### src/rtl/tl_ul_reg_bridge_if.sv
// tl_ul_reg_bridge_if: TL-UL A/D channels plus the simple register request/response port.
interface tl_ul_reg_bridge_if #(parameter int SOURCE_W = 1);
    logic                a_valid;
    logic                a_ready;
    logic [2:0]          a_opcode;
    logic [2:0]          a_param;
    logic [1:0]          a_size;
    logic [SOURCE_W-1:0] a_source;
    logic [31:0]         a_address;
    logic [3:0]          a_mask;
    logic [31:0]         a_data;
    logic                a_corrupt;
    logic                d_valid;
    logic                d_ready;
    logic [2:0]          d_opcode;
    logic [1:0]          d_param;
    logic [1:0]          d_size;
    logic [SOURCE_W-1:0] d_source;
    logic                d_sink;
    logic                d_denied;
    logic [31:0]         d_data;
    logic                d_corrupt;
    logic                reg_req_valid;
    logic                reg_req_ready;
    logic                reg_req_write;
    logic [31:0]         reg_req_addr;
    logic [31:0]         reg_req_wdata;
    logic [3:0]          reg_req_wmask;
    logic                reg_rsp_valid;
    logic [31:0]         reg_rsp_rdata;
    logic                reg_rsp_error;

    modport slave (
        input  a_valid, a_opcode, a_param, a_size, a_source, a_address, a_mask, a_data, a_corrupt,
        output a_ready,
        output d_valid, d_opcode, d_param, d_size, d_source, d_sink, d_denied, d_data, d_corrupt,
        input  d_ready,
        output reg_req_valid, reg_req_write, reg_req_addr, reg_req_wdata, reg_req_wmask,
        input  reg_req_ready, reg_rsp_valid, reg_rsp_rdata, reg_rsp_error
    );

    modport master (
        output a_valid, a_opcode, a_param, a_size, a_source, a_address, a_mask, a_data, a_corrupt,
        input  a_ready,
        input  d_valid, d_opcode, d_param, d_size, d_source, d_sink, d_denied, d_data, d_corrupt,
        output d_ready,
        input  reg_req_valid, reg_req_write, reg_req_addr, reg_req_wdata, reg_req_wmask,
        output reg_req_ready, reg_rsp_valid, reg_rsp_rdata, reg_rsp_error
    );
endinterface

### src/rtl/tl_ul_reg_bridge.sv
// tl_ul_reg_bridge: one-at-a-time TL-UL to valid/ready register port bridge with local denial.
module tl_ul_reg_bridge #(
    parameter logic [31:0] BASE     = 32'h0000_0000,
    parameter logic [31:0] SIZE     = 32'h0000_1000,
    parameter int          SOURCE_W = 1
) (
    input logic          clock,
    input logic          reset_n,
    tl_ul_reg_bridge_if.slave bus
);
    typedef enum logic [1:0] {IDLE, REQ, WAIT, RESP} state_t;

    state_t              state, state_nx;
    logic [2:0]          op_q;
    logic [1:0]          size_q;
    logic [SOURCE_W-1:0] src_q;
    logic [31:0]         addr_q, data_q, rdata_q;
    logic [3:0]          mask_q;
    logic                den_q, err_q;
    logic [31:0]         off;
    logic [3:0]          lanes;
    logic                misalign, put, illegal, fire, get, req, den;

    assign fire = bus.a_valid && state == IDLE;
    assign get  = op_q == 3'd4;
    assign req  = state == REQ;
    assign den  = den_q || err_q;

    // Legality is decided entirely at A acceptance; denied requests skip the register port.
    always_comb begin
        off      = bus.a_address - BASE;
        lanes    = bus.a_size == 2'd0 ? 4'b0001 << bus.a_address[1:0] :
                   bus.a_size == 2'd1 ? 4'b0011 << {bus.a_address[1], 1'b0} : 4'b1111;
        misalign = bus.a_size == 2'd1 ? bus.a_address[0] :
                   bus.a_size == 2'd2 ? |bus.a_address[1:0] : 1'b0;
        put      = bus.a_opcode == 3'd0 || bus.a_opcode == 3'd1;
        illegal  = !(put || bus.a_opcode == 3'd4) || |bus.a_param || bus.a_size == 2'd3 || misalign ||
                   off >= SIZE || (bus.a_opcode == 3'd0 && bus.a_mask != lanes) || (put && bus.a_corrupt);
    end

    always_ff @(posedge clock or negedge reset_n) begin
        if (!reset_n) state <= IDLE;
        else          state <= state_nx;
    end

    always_comb begin
        state_nx = state;
        case (state)
            IDLE:    if (fire) state_nx = illegal ? RESP : REQ;
            REQ:     if (bus.reg_req_ready) state_nx = WAIT;
            WAIT:    if (bus.reg_rsp_valid) state_nx = RESP;
            RESP:    if (bus.d_ready) state_nx = IDLE;
            default: state_nx = IDLE;
        endcase
    end

    always_ff @(posedge clock or negedge reset_n) begin
        if (!reset_n) begin
            op_q    <= '0;
            size_q  <= '0;
            src_q   <= '0;
            addr_q  <= '0;
            mask_q  <= '0;
            data_q  <= '0;
            den_q   <= 1'b0;
            rdata_q <= '0;
            err_q   <= 1'b0;
        end else begin
            if (fire) begin
                op_q    <= bus.a_opcode;
                size_q  <= bus.a_size;
                src_q   <= bus.a_source;
                addr_q  <= bus.a_address;
                mask_q  <= bus.a_mask;
                data_q  <= bus.a_data;
                den_q   <= illegal;
                rdata_q <= '0;
                err_q   <= 1'b0;
            end
            if (state == WAIT && bus.reg_rsp_valid) begin
                rdata_q <= bus.reg_rsp_rdata;
                err_q   <= bus.reg_rsp_error;
            end
        end
    end

    // Register-port fields are forced to 0 outside REQ so idle/reset values are all-zero.
    always_comb begin
        bus.a_ready       = state == IDLE;
        bus.reg_req_valid = req;
        bus.reg_req_write = req && !get;
        bus.reg_req_addr  = req ? (addr_q - BASE) & 32'hFFFF_FFFC : '0;
        bus.reg_req_wdata = req && !get ? data_q : '0;
        bus.reg_req_wmask = req ? mask_q : '0;
        bus.d_valid       = state == RESP;
        bus.d_opcode      = {2'b00, get};
        bus.d_param       = 2'b00;
        bus.d_size        = size_q;
        bus.d_source      = src_q;
        bus.d_sink        = 1'b0;
        bus.d_denied      = den;
        bus.d_corrupt     = den && get;
        bus.d_data        = get && !den ? rdata_q : '0;
    end
endmodule

### src/flat_wrapper.sv
// flat-port wrapper written by rule: the top's interface ports become plain ports
module tl_ul_reg_bridge_flat 
#(
    parameter logic [31:0] BASE     = 32'h0000_0000,
    parameter logic [31:0] SIZE     = 32'h0000_1000,
    parameter int          SOURCE_W = 1
)
  (clock, reset_n, bus_a_valid, bus_a_opcode, bus_a_param, bus_a_size, bus_a_source, bus_a_address, bus_a_mask, bus_a_data, bus_a_corrupt, bus_a_ready, bus_d_valid, bus_d_opcode, bus_d_param, bus_d_size, bus_d_source, bus_d_sink, bus_d_denied, bus_d_data, bus_d_corrupt, bus_d_ready, bus_reg_req_valid, bus_reg_req_write, bus_reg_req_addr, bus_reg_req_wdata, bus_reg_req_wmask, bus_reg_req_ready, bus_reg_rsp_valid, bus_reg_rsp_rdata, bus_reg_rsp_error);
  tl_ul_reg_bridge_if #(.SOURCE_W(SOURCE_W)) bus_i ();
  input logic clock;
  input logic reset_n;
  input wire logic [$bits(bus_i.a_valid)-1:0] bus_a_valid;
  input wire logic [$bits(bus_i.a_opcode)-1:0] bus_a_opcode;
  input wire logic [$bits(bus_i.a_param)-1:0] bus_a_param;
  input wire logic [$bits(bus_i.a_size)-1:0] bus_a_size;
  input wire logic [$bits(bus_i.a_source)-1:0] bus_a_source;
  input wire logic [$bits(bus_i.a_address)-1:0] bus_a_address;
  input wire logic [$bits(bus_i.a_mask)-1:0] bus_a_mask;
  input wire logic [$bits(bus_i.a_data)-1:0] bus_a_data;
  input wire logic [$bits(bus_i.a_corrupt)-1:0] bus_a_corrupt;
  output wire logic [$bits(bus_i.a_ready)-1:0] bus_a_ready;
  output wire logic [$bits(bus_i.d_valid)-1:0] bus_d_valid;
  output wire logic [$bits(bus_i.d_opcode)-1:0] bus_d_opcode;
  output wire logic [$bits(bus_i.d_param)-1:0] bus_d_param;
  output wire logic [$bits(bus_i.d_size)-1:0] bus_d_size;
  output wire logic [$bits(bus_i.d_source)-1:0] bus_d_source;
  output wire logic [$bits(bus_i.d_sink)-1:0] bus_d_sink;
  output wire logic [$bits(bus_i.d_denied)-1:0] bus_d_denied;
  output wire logic [$bits(bus_i.d_data)-1:0] bus_d_data;
  output wire logic [$bits(bus_i.d_corrupt)-1:0] bus_d_corrupt;
  input wire logic [$bits(bus_i.d_ready)-1:0] bus_d_ready;
  output wire logic [$bits(bus_i.reg_req_valid)-1:0] bus_reg_req_valid;
  output wire logic [$bits(bus_i.reg_req_write)-1:0] bus_reg_req_write;
  output wire logic [$bits(bus_i.reg_req_addr)-1:0] bus_reg_req_addr;
  output wire logic [$bits(bus_i.reg_req_wdata)-1:0] bus_reg_req_wdata;
  output wire logic [$bits(bus_i.reg_req_wmask)-1:0] bus_reg_req_wmask;
  input wire logic [$bits(bus_i.reg_req_ready)-1:0] bus_reg_req_ready;
  input wire logic [$bits(bus_i.reg_rsp_valid)-1:0] bus_reg_rsp_valid;
  input wire logic [$bits(bus_i.reg_rsp_rdata)-1:0] bus_reg_rsp_rdata;
  input wire logic [$bits(bus_i.reg_rsp_error)-1:0] bus_reg_rsp_error;
  assign bus_i.a_valid = bus_a_valid;
  assign bus_i.a_opcode = bus_a_opcode;
  assign bus_i.a_param = bus_a_param;
  assign bus_i.a_size = bus_a_size;
  assign bus_i.a_source = bus_a_source;
  assign bus_i.a_address = bus_a_address;
  assign bus_i.a_mask = bus_a_mask;
  assign bus_i.a_data = bus_a_data;
  assign bus_i.a_corrupt = bus_a_corrupt;
  assign bus_a_ready = bus_i.a_ready;
  assign bus_d_valid = bus_i.d_valid;
  assign bus_d_opcode = bus_i.d_opcode;
  assign bus_d_param = bus_i.d_param;
  assign bus_d_size = bus_i.d_size;
  assign bus_d_source = bus_i.d_source;
  assign bus_d_sink = bus_i.d_sink;
  assign bus_d_denied = bus_i.d_denied;
  assign bus_d_data = bus_i.d_data;
  assign bus_d_corrupt = bus_i.d_corrupt;
  assign bus_i.d_ready = bus_d_ready;
  assign bus_reg_req_valid = bus_i.reg_req_valid;
  assign bus_reg_req_write = bus_i.reg_req_write;
  assign bus_reg_req_addr = bus_i.reg_req_addr;
  assign bus_reg_req_wdata = bus_i.reg_req_wdata;
  assign bus_reg_req_wmask = bus_i.reg_req_wmask;
  assign bus_i.reg_req_ready = bus_reg_req_ready;
  assign bus_i.reg_rsp_valid = bus_reg_rsp_valid;
  assign bus_i.reg_rsp_rdata = bus_reg_rsp_rdata;
  assign bus_i.reg_rsp_error = bus_reg_rsp_error;
  tl_ul_reg_bridge #(.BASE(BASE), .SIZE(SIZE), .SOURCE_W(SOURCE_W)) u_core (.clock(clock), .reset_n(reset_n), .bus(bus_i));
endmodule
### config.mk
export PLATFORM = sky130hd
export DESIGN_NAME = tl_ul_reg_bridge_flat
export DESIGN_NICKNAME = d
export VERILOG_FILES = /design/src/rtl/tl_ul_reg_bridge_if.sv /design/src/rtl/tl_ul_reg_bridge.sv /design/src/flat_wrapper.sv
export SDC_FILE = /design/constraint.sdc
export NUM_CORES = 1
export LEC_CHECK = 0
export CAP_MARGIN = 20
export CORE_MARGIN = 3
export CORE_UTILIZATION = 30
export DETAILED_ROUTE_END_ITERATION = 6
export PLACE_DENSITY = 0.7
export SLEW_MARGIN = 10
export SYNTH_ARGS = -nofsm -noshare
export SYNTH_HDL_FRONTEND = slang
export SYNTH_SLANG_ARGS = --single-unit
### constraint.sdc
create_clock -name clock -period 2.1 [get_ports clock]
set_input_delay 0.21 -clock clock [delete_from_list [all_inputs] [get_ports clock]]
set_output_delay 0.21 -clock clock [all_outputs]
set_load 0.005 [all_outputs]
==> Word level (Yosys, flattened, before mapping) <==
Index checks and enable logic that the tools add are counted.
{ "totals": {"in_bits": 117, "register_bits": 110, "word_cells": 71} }
{ "op_classes": {"reduce_logical": 26, "muxes": 18, "magnitude_cmp": 1, "n_eq_ne": 14, "n_shift": 2} }
{ "op_table": {"columns": ["operator", "n"], "rows": [
  ["$mux 32", 5],
  ["$ge 32x13->1 const B", 1],
  ["$mux 4", 3],
  ["$mux 2", 5],
  ["$logic_or 1x1->1", 9],
  ["$eq 2x2->1 const B", 4],
  ["$pmux 2 s4", 1],
  ["$logic_and 1x1->1", 7],
  ["$eq 3x3->1 const B", 2],
  ["$eq 2x1->1 const B", 2],
  ["$logic_not 2->1", 2],
  ["$mux 1", 4],
  ["$ne 2x1->1 const B", 2],
  ["$ne 2x2->1 const B", 2],
  ["$ne 4x4->1", 1],
  ["$reduce_and 4->1", 1],
  ["$shl 1x2->4 const A", 1],
  ["$shl 2x2->4 const A", 1],
  ["$eq 3x1->1 const B", 1],
  ["$logic_not 1->1", 3],
  ["$logic_not 3->1", 1],
  ["$reduce_or 3->1", 1],
  ["$reduce_bool 2->1", 1],
  ["$reduce_or 2->1", 1]
]} }

==> Depth between registers and ports, before layout <==
Gate-level depths: netlist of run 1.
{ "logic_depth": {"depth_word": 13, "depth_mapped": 7} }

==> Worst setup path before layout of run 1 <==
No wires, ideal clock.
{ "synth_path": {"path_type": "register -> register", "from": "register u_core.state[0]", "to": "register u_core.err_q", "required_time_ns": 2.034, "path_slack_ns": 0.427, "setup_ns": 0.066, "arrival_time_ns": 1.606, "stages_incl_launch_ff": 8, "cell_sequence": "dfrtp_1 inv_1 ha_1 and2_1 clkbuf_1 nor2_1 clkbuf_1 a22o_1"} }
{ "synth_between": {"elab_chain_len": 3, "elab_cells_between_ends": 6} }
{ "synth_lines": {"columns": ["item", "line_no", "source"], "rows": [
  ["from (decl)", "tl_ul_reg_bridge.sv:13", "state_t state, state_nx;"],
  ["from (signal assigned)", "tl_ul_reg_bridge.sv:43", "else state <= state_nx;"],
  ["$eq 2x2->1 / $logic_not 2->1 (equally long branches)", "tl_ul_reg_bridge.sv:80, tl_ul_reg_bridge.sv:24", null],
  ["$logic_and 1x1->1 (on tied branches)", "tl_ul_reg_bridge.sv:80, tl_ul_reg_bridge.sv:24", null],
  ["$mux 1 / $reduce_bool 2->1 (equally long branches)", null, null],
  ["to (signal assigned)", "tl_ul_reg_bridge.sv:82", "err_q <= bus.reg_rsp_error;"],
  ["to (decl)", "tl_ul_reg_bridge.sv:19", "logic den_q, err_q;"]
]} }
Several ways; a longest one is shown, not always the timed one.
A chain may end at the register's enable or synchronous reset.

==> Worst setup path in the final report of run 1 <==
{ "layout_path": {"from": "register u_core.state[0]", "to": "output port bus_reg_req_addr[7]"} }
{ "layout_between": {"elab_chain_len": 2} }
{ "layout_lines": {"columns": ["item", "line_no", "source"], "rows": [
  ["$eq 2x1->1", "tl_ul_reg_bridge.sv:26", "assign req = state == REQ;"],
  ["$mux 32", "tl_ul_reg_bridge.sv:92", "bus.reg_req_addr = req ? (addr_q - BASE) & 32'hFFFF_FFFC : '0;"],
  ["to (decl)", "flat_wrapper.sv:34", "output wire logic [$bits(bus_i.reg_req_addr)-1:0] bus_reg_req_addr;"]
]} }
Every way passes these cells.

==> results of run 1 <==
metrics by stage:
stage	worst slack, ns	power [W]	hold WS [ns]	util (%)
floorplan	0.427	0.00541	-0.0856	-
global placement	0.112	0.00735	0.0493	47.2
detailed placement	0.119	0.00742	0.0500	47.2
CTS	-0.143	0.00943	0.213	49.7
global route	0.00158	0.0100	0.220	50.8
finish	0.0927	0.00932	0.222	50.8
cells in the final DEF (no fill, tap or decap), drive strengths merged, types with 7 or more instances in the layout:
| master | instances |
|---|---|
| nand2 | 220 |
| clkdlybuf4s50 | 123 |
| dfrtp | 108 |
| and2 | 70 |
| dlygate4sd2 | 57 |
| dlymetal6s2s | 43 |
| and3 | 34 |
| a22o | 33 |
| buf | 32 |
| clkbuf | 11 |
| conb | 7 |
| inv | 7 |
area by class of cell:
class                      count  area (sq um)
clock buffer                  10           229
clock inverter                 5          77.6
fill                        1522          7950
inverter                       7          26.3
multi-input combinational    413          2180
sequential                   108          2700
tap                          216           270
timing repair buffer         257          2740
per-layer routing:
layer	vias up	wire (um)	global-route usage, %
li1	2282	-	-
met1	2111	6970	22.4
met2	132	7620	26.0
met3	24	1200	5.20
met4	0	423	6.16
met5	-	0	0
kinds of logic (layout without fill, tap and decap cells):
group / Yosys count / after routing / share of synthesized area (%)
muxes: 1 / 1 / 0.198
buffers and inverters: 51 / 279 / 4.39
other: 1 / 7 / 0.0743
adders and majority gates: 4 / 4 / 0.992
and+or+nand+nor: 352 / 352 / 32.8
AOI/OAI and AO/OA: 49 / 49 / 7.99
DFF: 108 / 108 / 53.6
worst min path at each step:
stage          startpoint                 to  depth (start not counted)
2_1_floorplan     reset_n  u_core.addr_q[10]                          0
3_3_place_gp      reset_n  u_core.data_q[23]                          1
3_5_place_dp      reset_n  u_core.data_q[23]                          1
4_1_cts           reset_n  u_core.data_q[25]                          2
5_1_grt           reset_n  u_core.data_q[25]                          2
6_report          reset_n  u_core.data_q[21]                          2
registers in the layout, indices dropped and copies added (netlist names):
register and flops:
u_core.addr_q 30, u_core.bus.d_size 2, u_core.bus.d_source 1, u_core.data_q 32, u_core.den_q 1, u_core.err_q 1, u_core.mask_q 4, u_core.op_q 3
u_core.rdata_q 32, u_core.state 2
power breakdown:
part | internal, W | switching [W]
Combinational | 0.00207 | 0.00190
Sequential | 0.00307 | 0.000477
Clock | 0.00104 | 0.000761
timing repair:
item	in CTS	in global routing
setup endpoints to repair	99	43
hold endpoints to repair	106	0
pin swaps	0	1
cloned	3	2
buffers inserted	5	3
resized for setup	63	48
hold buffers	1	0
==> impl_metrics.toml, run 1 <==
[routing]
dr.pass1.iters = 4
vias = 4549
routed_wl_um = 16200
avgViaCountPerCell = 4.48
ant_nets = 0
detail_route.wl_per_cell_um = 16.0
drtIter0Drc = 299
drc = 0

[die]
io_pins = 232
dieArea_sq_um = 18400
die_h_um = 136
initial_core_util_pct = 31.2
num_rows = 46
core_area_sq_um = 16200
fp.dieW_um = 136

[sta]
finalSetupViolCount = 0
grt_setup_unrepaired = "false"
finalCritPeriodShare_pct = 95.6
finalSetupTns_ns = 0
hold_viol_final = 0
finClkSkew_ns = 0.00895
fin_crit_ns = 2.01
finalMaxSlewViolations = 0
max_freq_mhz = 498

[status]
status = "finished, final reports clean"

[finish]
synthToLayoutAreaGrowth_pct = 62.9
nets = 917
antenna_cells = 0
drive_above_1_share_pct = 7.12
finalNonFillerCells = 1016
stdcell_area_sq_um = 8220

[clock_tree]
htree_levels = 3
path_clk_slew_ns = 0.07
clock_path_buffers = 2
clk_latency_ns = 0.36
cts_tree = "built"
cts_made_buffers = 9
clkSinkCount = 108
cts-root-buf = "clkbuf_16"

[placed_design]
port_buffers = 224
dp.cells = 987
place_congestion = 0.787
hpwlAfterDp_um = 10800
place_area_sq_um = 7630

[synth]
netlist_area_sq_um = 5040
synthDistinctLibCells = 35
ys_async_sr_fraction_pct = 100
synth_edf_count = 0
synthTopCellsByArea = "dfrtp_1, nand2_1, and2_1, a22o_1, and3_1"
yosysMostFrequentCell = "nand2_1"
ys.flop_type = "dfrtp_1"
netlist_instances = 566
synth_top_area_share_pct = 53.6
synth_top_area_cell = "dfrtp_1"
ys_top_cells_by_count = "nand2_1, dfrtp_1, and2_1"
synth-seq-cells = 108
avgSynthCellArea_sq_um = 8.91
synth.yosys.warnings = 0
synth_seq_area_share_pct = 53.6

[critical_path]
ff2ff_path_depth = 7
rr_endpoint = "u_core.state[0]"
cp.required_ns = 1.89
crit_fanout = 15
worst-path-stages = 6
regToRegStartpoint = "u_core.state[0]"
end_kind = "primary output"
slowest_stage = "dfrtp_1"
startpoint = "u_core.state[0]"
startpoint_type = "flop"
worstSetupPathType = "reg2out"
cpPeakStageDelay_ns = 0.43
regToRegSetupSlack_ns = 0.18
crit_buf_inv = 4
path_cells = "ha_4, buf_4, buf_12, buf_16, and2_1, dlygate4sd2_1"
critPathTopFamily = "buffers and inverters"
crit_end = "bus_reg_req_addr[7]"
cp.arrival_ns = 1.80

[job]
drv_cap = 0

[pwr]
p_leak_nw = 4.94
vdd_drop_max_mv = 0.514
powerDensity_nw_per_um2 = 1130

[grt]
grt_pass1_wl_um = 24300
grt_pass1_vias = 4365
gr-usage-all-layers_pct = 16.9
gr-total-overflow = 0
antenna_found_initial = 0
grt_max_degree = 73

[worst_hold_path]
hp-class = "in2async"
No activity file was read; power rests on OpenSTA's default activity.
==> run 2: changes to the inputs <==
==> constraint.sdc (replaced) <==
create_clock -name clock -period 2.1 [get_ports clock]
set_input_delay 0.21 -clock clock [delete_from_list [all_inputs] [get_ports clock]]
set_output_delay 0.21 -clock clock [all_outputs]
set_load 0.01 [all_outputs]
==> impl_metrics.toml, run 2 (same netlist as run 1, synthesis figures left out) <==
[job]
drv_cap = 0

[sta]
tightest_slew_ns = 0.533
worst_slack_ns = 0.0859
finClkSkew_ns = 0.00899
grt_setup_unrepaired = "true"
finalMaxSlewViolations = 0
fin_crit_ns = 2.01
finalCritPeriodShare_pct = 95.9
hold_slack_ns = 0.369
hold_viol_final = 0
max_freq_mhz = 496
slew-limit-headroom_pct = 64.2
finalSetupViolCount = 0

[routing]
detail_route.wl_per_cell_um = 15.9
ant_nets = 0
dr.pass1.iters = 4
routed_wl_um = 16200
drc = 0
avgViaCountPerCell = 4.53
drtIter0Drc = 202
vias = 4615

[grt]
grt_pass1_vias = 4428
grtUsageMet2_pct = 27.1
antenna_found_initial = 0
busiest_layer = "met2"
gr-usage-all-layers_pct = 17.2
gr-total-overflow = 0
grt_max_degree = 75
grt_pass1_wl_um = 24600
met3_usage_pct = 4.75
gr-usage-met1_pct = 22.9

[critical_path]
cp.required_ns = 1.89
crit_buf_inv = 3
critPathTopFamily = "simple AND/OR/NAND/NOR gates"
path_cells = "or2_4, nor2_4, buf_4, clkbuf_16, and2_1, clkdlybuf4s15_1"
worstSetupPathType = "reg2out"
crit_fanout = 16
startpoint_type = "flop"
slowest_stage = "dfrtp_1"
cp.arrival_ns = 1.80
end_kind = "primary output"
cpPeakStageDelay_ns = 0.40

[die]
initial_core_util_pct = 31.2
core_area_sq_um = 16200
io_pins = 232
num_rows = 46
fp.dieW_um = 136
die_h_um = 136
dieArea_sq_um = 18400

[clock_tree]
cts_made_buffers = 9
path_clk_slew_ns = 0.08
cts_tree = "built"
htree_levels = 3
cts-root-buf = "clkbuf_16"
clock_path_buffers = 2
clk_latency_ns = 0.35
clkSinkCount = 108

[finish]
nets = 918
fin_util_pct = 50.1
reg_top3 = "u_core.data_q x32, u_core.rdata_q x32, u_core.addr_q x30"
drive_above_1_share_pct = 9.60
synthToLayoutAreaGrowth_pct = 60.7
layout_common_cells = "nand2_1, clkdlybuf4s50_1, dfrtp_1"
final_common_cell = "nand2_1"
n_fill_cell = 1536

[pwr]
vdd_drop_max_mv = 0.571
p_leak_nw = 4.69
powerDensity_nw_per_um2 = 1170

[status]
status = "finished, final reports clean"

[placed_design]
hpwlAfterDp_um = 10900
place_congestion = 0.753
place_ws_ns = -0.0122
port_buffers = 224

[worst_hold_path]
hp-class = "in2async"
-- run 2: changes by cell type in the layout (fill, tap and decap cells not counted), sizes merged, moves of 2 or more --
cell           delta
buf               +2
clkbuf           +14
clkdlybuf4s15    +14
dlygate4sd2      -20
dlymetal6s2s     -10
inv               +4
-- run 2: what timing repair did --
item                                   CTS  global route
hold buffers                             1             0
pin swaps                                0             1
setup endpoints to repair              100            46
gates resized for setup                 80            79
cloned                                   2             1
endpoints found under the hold margin   31             0
buffers inserted                         7             3
-- run 2: final timing paths --
| check | cells after the start | end | slack [ns] | startpoint |
|---|---|---|---|---|
| max | 6 | bus_d_data[8] | 0.09 | u_core.err_q |
| min | 2 | u_core.data_q[23] | 0.37 | reset_n |
| max reg2reg | 8 | u_core.state[0] | 0.15 | u_core.state[1] |
| min reg2reg | 2 | u_core.addr_q[10] | 0.47 | u_core.addr_q[10] |
| max in group asynchronous | 3 | u_core.addr_q[22] | 1.13 | reset_n |
| min in group clock | 3 | u_core.addr_q[9] | 0.38 | bus_a_address[9] |
-- run 2: power breakdown --
| part | internal, W | switching, W | total, W |
|---|---|---|---|
| clock network | 0.000948 | 0.000830 | 0.00178 |
| logic | 0.00204 | 0.00209 | 0.00412 |
| registers | 0.00307 | 0.000485 | 0.00355 |
| total | 0.00605 | 0.00340 | 0.00946 |
-- run 2: per-layer routing --
layer	wire length (um)	part of all wire (%)	vias to the layer above
met4	267	1.6	0
li1	-	-	2292
met1	7030	43	2178
met5	0	0	-
met2	7780	48	129
met3	1150	7.1	16
-- run 2: through the flow --
| step | total power, W | area [sq um] | instances | setup TNS, ns |
|---|---|---|---|---|
| finish | 0.00946 | 8110 | 1019 | 0 |
| global route | 0.0102 | 8100 | 1018 | -0.00560 |
| CTS | 0.00956 | 8000 | 1014 | -3.46 |
| detailed placement | 0.00760 | 7630 | 988 | -0.0122 |
| global placement | 0.00752 | 7630 | 988 | -0.0191 |
| floorplan | 0.00559 | 5070 | 572 | 0 |
-- run 2: area by class of cell --
cell class              instances  area [sq um]  share of cell area [%]
flip-flops and latches        108          2700                    33.3
repair buffers                258          2620                    32.3
multi-input cells             413          2180                    26.9
well taps                     216           270                    3.33
clock buffers                   9           225                    2.78
clock inverters                 7          81.3                    1.00
inverters                       7          26.3                   0.324
diodes                          1          2.50                  0.0309
==> run 3: changes to the inputs <==
CAP_MARGIN = 15   (was 20)
GPL_ROUTABILITY_DRIVEN = 0   (was not set)
==> results of run 3 <==
No change in the layout: final DEF, timing and power equal those of run 2.
